$ cat src/rtl/pwm_capture_8bit.sv
`default_nettype none
// ============================================================================
// Module   : pwm_capture_8bit
// Purpose  : Measures PWM high time and period and publishes the duty cycle as
//            floor(high*256/period) through a valid/ack handshake.
//            Optional macro PWM_CAP_AVG_EN averages consecutive results.
// Revision : 1.0 - initial release
// ============================================================================
module pwm_capture_8bit #(
    parameter int CNT_W      = 16,
    parameter int MIN_PERIOD = 16
) (
    input  logic       clk,
    input  logic       reset,
    input  logic       pwmin,
    input  logic       cscap,
    input  logic       sample_ack,
    output logic [7:0] sample,
    output logic       sample_valid,
    output logic [7:0] status
);

    localparam logic [CNT_W-1:0] c_ONE      = CNT_W'(1);
    localparam logic [CNT_W-1:0] c_MIN      = CNT_W'(MIN_PERIOD);
    localparam logic [CNT_W-1:0] c_CNT_LAST = {{(CNT_W-1){1'b1}}, 1'b0};
`ifdef PWM_CAP_AVG_EN
    localparam logic [3:0]       c_PUB_ITER = 4'd9;
`else
    localparam logic [3:0]       c_PUB_ITER = 4'd8;
`endif

    typedef enum logic [1:0] {
        S_IDLE = 2'd0,
        S_HIGH = 2'd1,
        S_LOW  = 2'd2
    } state_t;

    state_t           r_state;
    logic             r_sync1, r_sync2, r_hist;
    logic [CNT_W-1:0] r_per_cnt, r_high_cnt;
    logic             r_div_busy;
    logic [3:0]       r_div_iter;
    logic [CNT_W-1:0] r_rem, r_divisor;
    logic [7:0]       r_quot;
    logic [7:0]       r_sample;
    logic             r_valid, r_ovr, r_tmo, r_glitch;
`ifdef PWM_CAP_AVG_EN
    logic [7:0]       r_q_prev, r_avg;
    logic             r_have_prev;
    logic [8:0]       w_avg_sum;
`endif

    logic             w_rise, w_fall;
    logic             w_accept, w_reject, w_timeout;
    logic             w_div_pub, w_pub;
    logic [7:0]       w_div_val, w_pub_val;
    logic [CNT_W:0]   w_rem_sh;
    logic [CNT_W-1:0] w_rem_sub;
    logic             w_q_bit;

    assign w_rise = r_sync2 & ~r_hist;
    assign w_fall = ~r_sync2 & r_hist;

    assign w_accept  = cscap && (r_state == S_LOW) && w_rise && (r_per_cnt >= c_MIN);
    assign w_reject  = cscap && (r_state == S_LOW) && w_rise && (r_per_cnt < c_MIN);
    assign w_timeout = cscap && (r_per_cnt == c_CNT_LAST) &&
                       (((r_state == S_HIGH) && !w_fall) || ((r_state == S_LOW) && !w_rise));

    // Remainder stays below the divisor, so the shifted value fits CNT_W+1 bits
    // and the low CNT_W bits of the difference are exact whenever it is taken.
    assign w_rem_sh  = {r_rem, 1'b0};
    assign w_rem_sub = w_rem_sh[CNT_W-1:0] - r_divisor;
    assign w_q_bit   = (w_rem_sh >= {1'b0, r_divisor});

`ifdef PWM_CAP_AVG_EN
    assign w_avg_sum = {1'b0, r_quot} + {1'b0, r_q_prev};
    assign w_div_val = r_avg;
`else
    assign w_div_val = r_quot;
`endif

    assign w_div_pub = cscap && r_div_busy && (r_div_iter == c_PUB_ITER);
    assign w_pub     = w_div_pub | w_timeout;
    assign w_pub_val = w_timeout ? {8{r_sync2}} : w_div_val;

    always_ff @(posedge clk or negedge reset) begin
        if (!reset) begin
            r_sync1 <= 1'b0;
            r_sync2 <= 1'b0;
            r_hist  <= 1'b0;
        end else begin
            r_sync1 <= pwmin;
            r_sync2 <= r_sync1;
            r_hist  <= r_sync2;
        end
    end

    always_ff @(posedge clk or negedge reset) begin
        if (!reset) begin
            r_state    <= S_IDLE;
            r_per_cnt  <= '0;
            r_high_cnt <= '0;
        end else if (!cscap) begin
            r_state    <= S_IDLE;
            r_per_cnt  <= '0;
            r_high_cnt <= '0;
        end else begin
            case (r_state)
                S_IDLE: begin
                    if (w_rise) begin
                        r_per_cnt <= c_ONE;
                        r_state   <= S_HIGH;
                    end
                end
                S_HIGH: begin
                    if (w_fall) begin
                        r_high_cnt <= r_per_cnt;
                        r_per_cnt  <= r_per_cnt + c_ONE;
                        r_state    <= S_LOW;
                    end else if (w_timeout) begin
                        r_per_cnt <= '0;
                        r_state   <= S_IDLE;
                    end else begin
                        r_per_cnt <= r_per_cnt + c_ONE;
                    end
                end
                S_LOW: begin
                    // Accepted or rejected, the next period starts counting now.
                    if (w_rise) begin
                        r_per_cnt <= c_ONE;
                        r_state   <= S_HIGH;
                    end else if (w_timeout) begin
                        r_per_cnt <= '0;
                        r_state   <= S_IDLE;
                    end else begin
                        r_per_cnt <= r_per_cnt + c_ONE;
                    end
                end
                default: r_state <= S_IDLE;
            endcase
        end
    end

    always_ff @(posedge clk or negedge reset) begin
        if (!reset) begin
            r_div_busy  <= 1'b0;
            r_div_iter  <= 4'd0;
            r_rem       <= '0;
            r_divisor   <= '0;
            r_quot      <= 8'h00;
`ifdef PWM_CAP_AVG_EN
            r_q_prev    <= 8'h00;
            r_avg       <= 8'h00;
            r_have_prev <= 1'b0;
`endif
        end else begin
            if (!cscap) begin
                r_div_busy <= 1'b0;
                r_div_iter <= 4'd0;
            end else if (w_accept) begin
                r_div_busy <= 1'b1;
                r_div_iter <= 4'd0;
                r_rem      <= r_high_cnt;
                r_divisor  <= r_per_cnt;
                r_quot     <= 8'h00;
            end else if (r_div_busy) begin
                if (r_div_iter < 4'd8) begin
                    r_rem  <= w_q_bit ? w_rem_sub : w_rem_sh[CNT_W-1:0];
                    r_quot <= {r_quot[6:0], w_q_bit};
                end
`ifdef PWM_CAP_AVG_EN
                if (r_div_iter == 4'd8) begin
                    r_avg       <= r_have_prev ? w_avg_sum[8:1] : r_quot;
                    r_q_prev    <= r_quot;
                    r_have_prev <= 1'b1;
                end
`endif
                if (w_div_pub) begin
                    r_div_busy <= 1'b0;
                end else begin
                    r_div_iter <= r_div_iter + 4'd1;
                end
            end
`ifdef PWM_CAP_AVG_EN
            if (!cscap || (r_state == S_IDLE)) begin
                r_have_prev <= 1'b0;
            end
`endif
        end
    end

    // A publish wins over a same-cycle ack; sticky bits set this cycle survive the ack.
    always_ff @(posedge clk or negedge reset) begin
        if (!reset) begin
            r_sample <= 8'h00;
            r_valid  <= 1'b0;
            r_ovr    <= 1'b0;
            r_tmo    <= 1'b0;
            r_glitch <= 1'b0;
        end else begin
            if (w_pub) begin
                r_sample <= w_pub_val;
                r_valid  <= 1'b1;
            end else if (sample_ack) begin
                r_valid  <= 1'b0;
            end
            r_ovr    <= (w_pub & r_valid & ~sample_ack) | (r_ovr & ~sample_ack);
            r_tmo    <= w_timeout | (r_tmo & ~sample_ack);
            r_glitch <= w_reject | (r_glitch & ~sample_ack);
        end
    end

    assign sample       = r_sample;
    assign sample_valid = r_valid;
    assign status       = {3'b000, r_div_busy, r_glitch, r_tmo, r_ovr, r_valid};

endmodule
`default_nettype wire
$ cat config.mk
export PLATFORM = sky130hd
export DESIGN_NAME = pwm_capture_8bit
export DESIGN_NICKNAME = d
export VERILOG_FILES = /design/src/rtl/pwm_capture_8bit.sv
export SDC_FILE = /design/constraint.sdc
export NUM_CORES = 1
export LEC_CHECK = 0
export BUFFER_PORTS_ARGS = -buffer_cell sky130_fd_sc_hd__buf_2
export CAP_MARGIN = 20
export CORE_MARGIN = 5
export CORE_UTILIZATION = 56
export CTS_CLUSTER_SIZE = 10
export DETAILED_ROUTE_END_ITERATION = 12
export PLACE_DENSITY = 0.76
export SETUP_SLACK_MARGIN = 0.15
export SYNTH_ARGS = -nofsm -noshare
export SYNTH_HDL_FRONTEND = slang
export SYNTH_SLANG_ARGS = --single-unit
$ cat constraint.sdc
create_clock -name clk -period 2.1 [get_ports clk]
set_input_delay 0.105 -clock clk [delete_from_list [all_inputs] [get_ports clk]]
set_output_delay 0.105 -clock clk [all_outputs]
set_load 0.01 [all_outputs]
==> results.json <==
{
  "status": "complete, but fails checks",
  "violations": "setup timing",
  "cts_tree": "yes",
  "synth_edf_count": 0,
  "synthArstFlopShare_pct": 100,
  "rows": 35,
  "cts.sinks": 94,
  "cts.clk_slew.worst_paths_ns": 0.12,
  "path_max_fanout": 3,
  "slew-limit-headroom_pct": 63.1,
  "cts_made_buffers": 9,
  "yosys_warnings": 0,
  "wire_per_inst_um": 20.7,
  "initial_core_util_pct": 57.8,
  "final-max-slew-violation-count": 0,
  "max_freq_ghz": 0.404,
  "holdCritPathClass": "input port to flop",
  "port_buffers": 18,
  "synth_cell_type_count": 59,
  "grt_max_degree": 61,
  "crit_arrival_ns": 2.74,
  "core_area_um2": 9330,
  "finalSetupViolCount": 43,
  "drt-vias-per-instance": 6.24,
  "ant_nets": 0,
  "hold_viol": 0,
  "crit_slowest_cell": "dfrtp_1",
  "final_cell_mix": "121 x nand2_1, 107 x buf_4, 91 x dfrtp_1",
  "dieHeight_um": 108,
  "die_area_um2": 11700,
  "path_class": "flop to flop",
  "track_usage_pct": 26.6,
  "grt_pass1_wl_um": 24600,
  "drt_wl_total_um": 18100,
  "syn_to_final_growth_pct": 37.2,
  "ir_drop_mv": 0.497,
  "cp-end-kind": "flop",
  "layout_commonest_cell": "nand2_1",
  "fin_setup_tns_ns": -8.44,
  "synthCells": 617,
  "clk_path_buf_depth": 2,
  "place_inst": 818,
  "cp.required_ns": 2.36,
  "rsz0062_at_grt": "yes",
  "first_global_vias": 5067,
  "gp_congestion": 0.950,
  "power_leakage_uw": 0.00337,
  "place_hpwl_um": 9710,
  "first_iter_violations": 557,
  "start_kind": "flop",
  "fin_skew_ns": 0.0228,
  "finalCritPeriodShare_pct": 118,
  "final_nets": 771,
  "synth_area_um2": 5390,
  "crit_path_max_incr_delay_ns": 0.40,
  "drt_first_pass_iters": 5,
  "worst_pin_slew_ns": 0.552,
  "drc": 0,
  "clk_latency_ns": 0.38,
  "antenna_found_initial": 0,
  "htree_levels": 3,
  "pwr_density_cell_nw_per_um2": 507,
  "antennaDiodeCount": 0,
  "final_layout_size_suffix_gt1_share_pct": 35.4,
  "ys_seq_area_share_pct": 43.6,
  "setup_ws_ns": -0.378,
  "synth_ff_type": "dfrtp_1",
  "crit_chain": "buf_6 > ha_4 > ha_4 > nand3_4 > o41ai_4 > a211oi_2 > buf_4 > o41ai_4 > buf_4 > buf_6 > mux2i_1 > o221ai_1",
  "final_cell_count_no_fill": 874,
  "synth_seq_cells": 94,
  "syn_area_per_cell_um2": 8.74,
  "timing.critical_path.buf_inv": 4,
  "path_delay_family": "compound AO/OA/AOI/OAI gates",
  "vias": 5454,
  "cts-root-buf": "clkbuf_8",
  "finalCriticalPeriod_ns": 2.48,
  "overflow": 0,
  "die_w_um": 108,
  "drv_cap": 0,
  "ios": 22
}
==> path summary, 6_finish.rpt <==
path	from	slack, ns	end	depth (start not counted)
min in group asynchronous	reset	0.26	r_per_cnt[3]	2
setup reg to reg	r_rem[0]	-0.38	r_rem[10]	12
setup / recovery	r_rem[0]	-0.38	r_rem[10]	12
hold / removal	cscap	0.08	r_per_cnt[0]	3
max in group asynchronous	reset	1.02	r_rem[11]	3
hold reg to reg	r_sync1	0.36	r_sync2	0
==> worst min-delay path: stages <==
cell and delay, ns:
buf_2 0.17, nand2_1 0.08, o21ai_1 0.06
==> per-stage QoR <==
stage / hold slack [ns] / area (µm²) / total power, µW / util [%] / worst slack (ns)
4_1_cts: 0.0409 / 6890 / 3560 / 73.9 / -0.189
6_report: 0.0770 / 7400 / 3750 / 79.3 / -0.378
2_1_floorplan: -0.191 / 5460 / 2130 / - / -0.131
3_5_place_dp: 0.116 / 6230 / 2290 / 66.8 / -0.255
5_1_grt: 0.0882 / 7400 / 3880 / 79.3 / -0.451
3_3_place_gp: 0.117 / 6230 / 2280 / 66.8 / -0.202
==> synthesized netlist by cell type (6+ instances only) <==
cell / n / area share [%]
ha_1: 25 / 5.8
a21oi_1: 31 / 2.9
mux2i_1: 9 / 1.7
clkbuf_1: 26 / 1.8
inv_1: 30 / 2.1
o221ai_1: 10 / 1.6
nand2_1: 125 / 8.7
a21boi_0: 18 / 2.5
dfrtp_1: 94 / 44
a21o_1: 7 / 0.97
xor2_1: 14 / 2.3
o21ai_0: 32 / 3.0
nor2b_1: 6 / 0.70
nor3_1: 6 / 0.56
nor2_1: 53 / 3.7
nor4_1: 7 / 0.81
nand3_1: 18 / 1.7
a31oi_1: 13 / 1.5
buf_4: 9 / 1.3
nand2b_1: 11 / 1.3
xnor2_1: 9 / 1.5
==> cell type report <==
type                            count  area, µm²
Sequential cell                    94       2360
Multi-Input combinational cell    455       3360
Clock inverter                      7       67.6
Tap cell                          129        161
Inverter                           30        115
Timing Repair Buffer              150       1220
Clock buffer                        9        124
Fill cell                         513       1930
==> what timing repair did <==
action | in CTS | in global routing
endpoints found under the setup margin | 44 | 61
pin swaps | 13 | 33
buffers inserted | 18 | 15
endpoints found under the hold margin | 40 | 0
cloned | 2 | 2
resized for setup | 56 | 91
hold buffers | 3 | 0
==> report_power, final <==
part / internal (µW) / switching, µW / total (µW)
clock: 460 / 736 / 1200
sequential: 1830 / 23.5 / 1860
combinational: 299 / 396 / 695
total: 2590 / 1160 / 3750
==> logic make-up after synthesis <==
logic type / Yosys count / synth area share, %
and+or+nand+nor: 252 / 21.0
AOI/OAI and AO/OA: 138 / 17.2
DFF: 94 / 43.6
xor gates and xnor gates: 23 / 3.73
adders and majority gates: 26 / 6.17
buffers and inverters: 72 / 6.10
other: 1 / 0.0695
muxes: 11 / 2.09
==> state kept, by name (all words and copies together), names as in the netlist, 2 cells and up <==
signal	cells
r_div_iter	4
r_divisor	16
r_high_cnt	16
r_per_cnt	16
r_quot	8
r_rem	16
r_state	2
sample	8
==> per-layer routing <==
layer  global-route usage, %  wire, µm
met2                    45.3      9120
met4                    10.1       786
met5                       0         0
met1                    34.1      6800
met3                    4.12      1370
No activity file was read; power rests on OpenSTA's default activity.
